--- src/rtl/mem_wb_writeback_pkg.sv ---
// Shared MEM/WB definitions: datapath widths, writeback FSM encoding and the
// MEM/WB pipeline-register bundle.
package mem_wb_writeback_pkg;

    localparam int DATA_W     = 32;
    localparam int REG_ADDR_W = 5;

    typedef enum logic {
        IDLE      = 1'b0,
        WAIT_LOAD = 1'b1
    } wbState_t;

    // "reg" is a keyword, so the destination field is named dest
    typedef struct packed {
        logic                  valid;
        logic                  reg_write;
        logic                  mem_to_reg;
        logic [REG_ADDR_W-1:0] dest;
        logic [DATA_W-1:0]     alu;
        logic [DATA_W-1:0]     load;
    } memWb_t;

endpackage

--- src/rtl/mem_wb_writeback_memwb_reg.sv ---
// MEM/WB pipeline register: valid is rewritten every cycle, the instruction
// fields and the load-data field load independently and otherwise hold.
module memwb_reg
    import mem_wb_writeback_pkg::*;
(
    input  logic   clk,
    input  logic   rst,
    input  logic   ldFields,
    input  logic   ldLoad,
    input  logic   validIn,
    input  memWb_t d,
    output memWb_t q
);

    always_ff @(posedge clk) begin
        if (rst) begin
            q <= '0;
        end else begin
            q.valid <= validIn;
            if (ldFields) begin
                q.reg_write  <= d.reg_write;
                q.mem_to_reg <= d.mem_to_reg;
                q.dest       <= d.dest;
                q.alu        <= d.alu;
            end
            if (ldLoad) begin
                q.load <= d.load;
            end
        end
    end

endmodule

--- src/rtl/mem_wb_writeback.sv ---
// MEM/WB stage and writeback unit: captures EX/MEM results, waits for late
// load data, and drives the register-file write port.
module mem_wb_writeback #(
    parameter int DATA_W     = mem_wb_writeback_pkg::DATA_W,
    parameter int REG_ADDR_W = mem_wb_writeback_pkg::REG_ADDR_W,
    parameter int CNT_W      = 32
) (
    input  logic                  clk,
    input  logic                  rst,
    input  logic                  hit,
    input  logic                  ex_valid,
    input  logic                  ex_reg_write,
    input  logic                  ex_mem_to_reg,
    input  logic                  ex_mem_read,
    input  logic [REG_ADDR_W-1:0] ex_write_reg,
    input  logic [DATA_W-1:0]     ex_alu_result,
    input  logic [DATA_W-1:0]     dmem_rdata,
    input  logic                  dmem_rdata_valid,
    output logic [REG_ADDR_W-1:0] writeReg,
    output logic [DATA_W-1:0]     writeData,
    output logic                  regWriteSignal,
    output logic                  mem_busy,
    output logic [CNT_W-1:0]      retired_count
);

    import mem_wb_writeback_pkg::*;

    wbState_t state;
    wbState_t nextState;
    logic     ldFields;
    logic     ldLoad;
    logic     validIn;
    memWb_t   exBundle;
    memWb_t   wb;

    always_comb begin
        exBundle            = '0;
        exBundle.valid      = ex_valid;
        exBundle.reg_write  = ex_reg_write;
        exBundle.mem_to_reg = ex_mem_to_reg;
        exBundle.dest       = ex_write_reg;
        exBundle.alu        = ex_alu_result;
        exBundle.load       = dmem_rdata;
    end

    always_ff @(posedge clk) begin
        if (rst) begin
            state <= IDLE;
        end else begin
            state <= nextState;
        end
    end

    // A load without same-cycle data parks its fields in MEM/WB with valid
    // low; only the load-data field is filled in once the response arrives.
    always_comb begin
        nextState = state;
        ldFields  = 1'b0;
        ldLoad    = 1'b0;
        validIn   = 1'b0;
        unique case (state)
            IDLE: begin
                if (hit && ex_valid) begin
                    ldFields = 1'b1;
                    if (!ex_mem_read) begin
                        validIn = 1'b1;
                    end else if (dmem_rdata_valid) begin
                        ldLoad  = 1'b1;
                        validIn = 1'b1;
                    end else begin
                        nextState = WAIT_LOAD;
                    end
                end
            end
            WAIT_LOAD: begin
                if (dmem_rdata_valid) begin
                    ldLoad    = 1'b1;
                    validIn   = 1'b1;
                    nextState = IDLE;
                end
            end
            default: nextState = IDLE;
        endcase
    end

    memwb_reg uMemWbReg (
        .clk      (clk),
        .rst      (rst),
        .ldFields (ldFields),
        .ldLoad   (ldLoad),
        .validIn  (validIn),
        .d        (exBundle),
        .q        (wb)
    );

    always_ff @(posedge clk) begin
        if (rst) begin
            retired_count <= '0;
        end else if (wb.valid) begin
            retired_count <= retired_count + 1'b1;
        end
    end

    assign mem_busy       = (state == WAIT_LOAD);
    assign writeReg       = wb.dest;
    assign writeData      = wb.mem_to_reg ? wb.load : wb.alu;
    assign regWriteSignal = wb.valid & wb.reg_write & (wb.dest != '0);

endmodule

--- config.mk ---
export PLATFORM = sky130hd
export DESIGN_NAME = mem_wb_writeback
export DESIGN_NICKNAME = d
export VERILOG_FILES = /design/src/rtl/mem_wb_writeback_pkg.sv /design/src/rtl/mem_wb_writeback_memwb_reg.sv /design/src/rtl/mem_wb_writeback.sv
export SDC_FILE = /design/constraint.sdc
export NUM_CORES = 1
export LEC_CHECK = 0
export BUFFER_PORTS_ARGS = -buffer_cell sky130_fd_sc_hd__buf_2
export CORE_MARGIN = 1
export CORE_UTILIZATION = 50
export CTS_CLUSTER_SIZE = 14
export DETAILED_ROUTE_END_ITERATION = 10
export PLACE_DENSITY = 0.88
export SETUP_SLACK_MARGIN = 0.5
export SLEW_MARGIN = 20
export SYNTH_ARGS = -nofsm -noshare
export SYNTH_HDL_FRONTEND = slang
export SYNTH_SLANG_ARGS = --single-unit
--- constraint.sdc ---
create_clock -name clk -period 2.55 [get_ports clk]
set_clock_uncertainty 0.2 [all_clocks]
set_input_delay 0.1275 -clock clk [delete_from_list [all_inputs] [get_ports clk]]
set_output_delay 0.1275 -clock clk [all_outputs]
set_load 0.01 [all_outputs]
==> results_dict.tcl <==
set metrics [dict create \
    outcome "complete, no violations" \
    fill_cells 552 \
    drcViolationCount 0 \
    setup_tns_ns 0 \
    hold-path-endpoint "uMemWbReg.q[56]" \
    drtIter0Drc 221 \
    synthToLayoutAreaGrowth_pct 45.6 \
    fin_crit_ns 2.03 \
    wire_length_of_the_first_global_routing_pass_microns 23000 \
    hold_path.class "primary input to flip-flop" \
    timing_hold_violations_final 0 \
    path_cells "nand4_4 -> or4_4 -> or4_1 -> a21oi_2" \
    grt_antenna_before_repair 0 \
    clock_buffer_count_from_cts 9 \
    r2r_end "retired_count[25]" \
    grt_use_total_pct 30.0 \
    h_tree_level_count 3 \
    synth_area_leaders "dfxtp_1 47%, nand2_1 13%, mux2_2 9.7%" \
    timing.critical_path.from_type "flip-flop" \
    crit_fanout 7 \
    min_delay_path_depth 5 \
    synth.avg_cell_area_sq_um 8.24 \
    timing_worst_slew_pin_value_ns 0.851 \
    max_freq_mhz 492 \
    wl_per_cell_microns 16.5 \
    multi_input_comb_area_sq_um 2310 \
    cp.arrival_ns 2.13 \
    synth_seq_cells 105 \
    syn-cell-area_sq_um 4510 \
    drtPass1Iterations 5 \
    place.port_buffers 147 \
    final_net_count 843 \
    timing.critical_path.to_type "flip-flop" \
    hp-start "ex_valid" \
    launch_instance_of_the_worst_register_to_register_path "retired_count[5]" \
    grt-busiest-layer "met2" \
    numClockSinks 105 \
    worst_ir_drop_vdd_v 0.000437 \
    synth_sequential_area_ratio_pct 46.6 \
    global_route.usage.met1_pct 32.8 \
    slew_margin_rel_pct 43.2 \
    vias_per_cell 5.62 \
    setup_viol_count_final 0 \
    rrSetupSlack_ns 0.52 \
    crit_path_top_delay_cell "or4_4" \
    die_h_microns 96.9 \
    maxCapViolCount 0 \
    floorplan.die_area_sq_um 9400 \
    clock_latency_late_sink_ns 0.36 \
    crit_type "flip-flop to flip-flop" \
    timing.final.crit_share_pct 79.8 \
    n_antenna_cell 0 \
    timing.critical_path.slowest_cell_delay_ns 0.61 \
    utilization_pct 75.2 \
    overflow 0 \
    final_number_of_max_transition_violations 0 \
    routed_wirelength_microns 14500 \
    via_count_of_the_first_global_routing_pass 4983 \
    cts.root.buffer_cell "clkbuf_8" \
    worst_path_required_ns 2.65 \
    clock_tree.buffer_depth 2 \
    proportion_of_layout_cells_with_a_drive_suffix_above_1_pct 34.9 \
    start_util_pct 51.7 \
    reg_area_sq_um 2150 \
    gp_routability_congestion 0.902 \
    yosys_warnings 0 \
    rsz_0062_raised_after_global_routing "yes" \
    fp.dieW_microns 96.9 \
    power_per_cell_area_nw_per_um2 503 \
    rows 34 \
    place_hpwl_microns 8190 \
    post_synth_inst_count 547 \
    use_met3_pct 3.83 \
    pin_count 148 \
    routed-via-count 4938 \
    nets_in_the_synthesized_netlist 625 \
    drt.antenna.violating_nets 0 \
    synth_cell_type_count 33 \
    r2r.worst_path.cells 4 \
    core-area_sq_um 8720 \
    met2_usage_pct 55.0 \
    static-leakage-power_nw 2.77 \
    synth_top_area_cell "dfxtp_1" \
    synth_largest_type_area_fraction_pct 46.6 \
    clk_pin_slew_worst_paths_ns 0.10 \
    grt_max_degree 74 \
    cts_tree "done" \
]
metrics by stage:
step,setup WS [ns],hold slack (ns),power (mW),instances,instance area (sq um)
2_1_floorplan,0.499,0.00681,1.90,547,4570
3_3_place_gp,0.493,0.133,2.02,768,5320
3_5_place_dp,0.431,0.144,2.03,768,5320
4_1_cts,0.484,0.0688,3.31,869,6420
5_1_grt,0.464,0.0995,3.42,878,6560
6_report,0.516,0.0947,3.30,878,6560
cell type report:
type,instances,share of cell area (%)
multi-input combinational,396,35.2
timing repair buffer,249,26.0
clock inverter,6,1.43
sequential,105,32.8
inverter,4,0.229
tap,108,2.06
clock buffer,10,2.27
cells in the final DEF, fill, tap and decap left out, drive strengths merged:
cell type    instances
buf                174
mux2                39
mux2i                1
xnor2                9
nor4                11
a21oi               84
dlygate4sd3         75
xor2                 3
o311a                1
nor2                24
a31oi                1
and4                 2
nand2b               1
ha                   1
nor3                 6
bufinv               2
or4                  9
or2                  5
and3                 1
nor2b                7
nand2              153
o31ai                7
nand4               12
nand3                8
dfxtp              105
clkbuf              10
inv                  7
o21ai                5
clkinvlp             1
or3                  6
sequential cells by signal, indices dropped and copies added, names as in the netlist:
signal,flops
uMemWbReg.q,72
retired_count,32
mem_busy,1
worst max-delay path by stage:
| stage | slack, ns | cells past startpoint | startpoint | to |
|---|---|---|---|---|
| 2_1_floorplan | 0.50 | 7 | uMemWbReg.q[71] | retired_count[30] |
| 3_3_place_gp | 0.49 | 4 | retired_count[6] | retired_count[25] |
| 3_5_place_dp | 0.43 | 4 | retired_count[5] | retired_count[25] |
| 4_1_cts | 0.48 | 5 | retired_count[0] | retired_count[26] |
| 5_1_grt | 0.46 | 4 | retired_count[5] | retired_count[31] |
| 6_report | 0.52 | 4 | retired_count[5] | retired_count[25] |
kinds of logic after synthesis:
kind of cell	after synthesis	synth area share, %
multiplexers	40	9.97
adder cells (fa/ha/maj)	1	0.278
flip-flops	105	46.6
AND/OR/NAND/NOR	243	24.6
XOR/XNOR	12	2.33
buffers and inverters	48	4.77
AO/OA/AOI/OAI	98	11.4
cells in the mapped netlist (all sizes together):
cell / number
a21oi: 84
a31oi: 1
and3: 1
and4: 2
buf: 16
clkbuf: 28
dfxtp: 105
ha: 1
inv: 4
mux2: 39
mux2i: 1
nand2: 153
nand2b: 1
nand3: 8
nand4: 12
nor2: 24
nor2b: 7
nor3: 6
nor4: 11
o21ai: 5
o311a: 1
o31ai: 7
or2: 4
or3: 6
or4: 8
xnor2: 9
xor2: 3
power by group:
| part | total [mW] | switching [mW] | internal [mW] |
|---|---|---|---|
| Clock | 1.21 | 0.581 | 0.624 |
| Combinational | 0.394 | 0.190 | 0.204 |
| Sequential | 1.70 | 0.0264 | 1.67 |
worst max-delay path, delay by kind of cell (launching register included):
family          cells  cell delay, ns
simple gates        3            1.25
compound gates      1            0.15
flops               1            0.39
per-layer routing:
| layer | wire [microns] | part of all wire, % |
|---|---|---|
| met3 | 721 | 5.0 |
| met4 | 596 | 4.1 |
| met2 | 7690 | 53 |
| met5 | 0 | 0 |
| met1 | 5510 | 38 |
what timing repair did:
action,CTS,global route
pin swaps,4,4
cloned,1,1
hold endpoints to repair,73,0
hold buffers,75,0
gates resized for setup,7,20
setup endpoints to repair,7,16
setup buffers,9,8
Power figures use the tool's default switching activity.
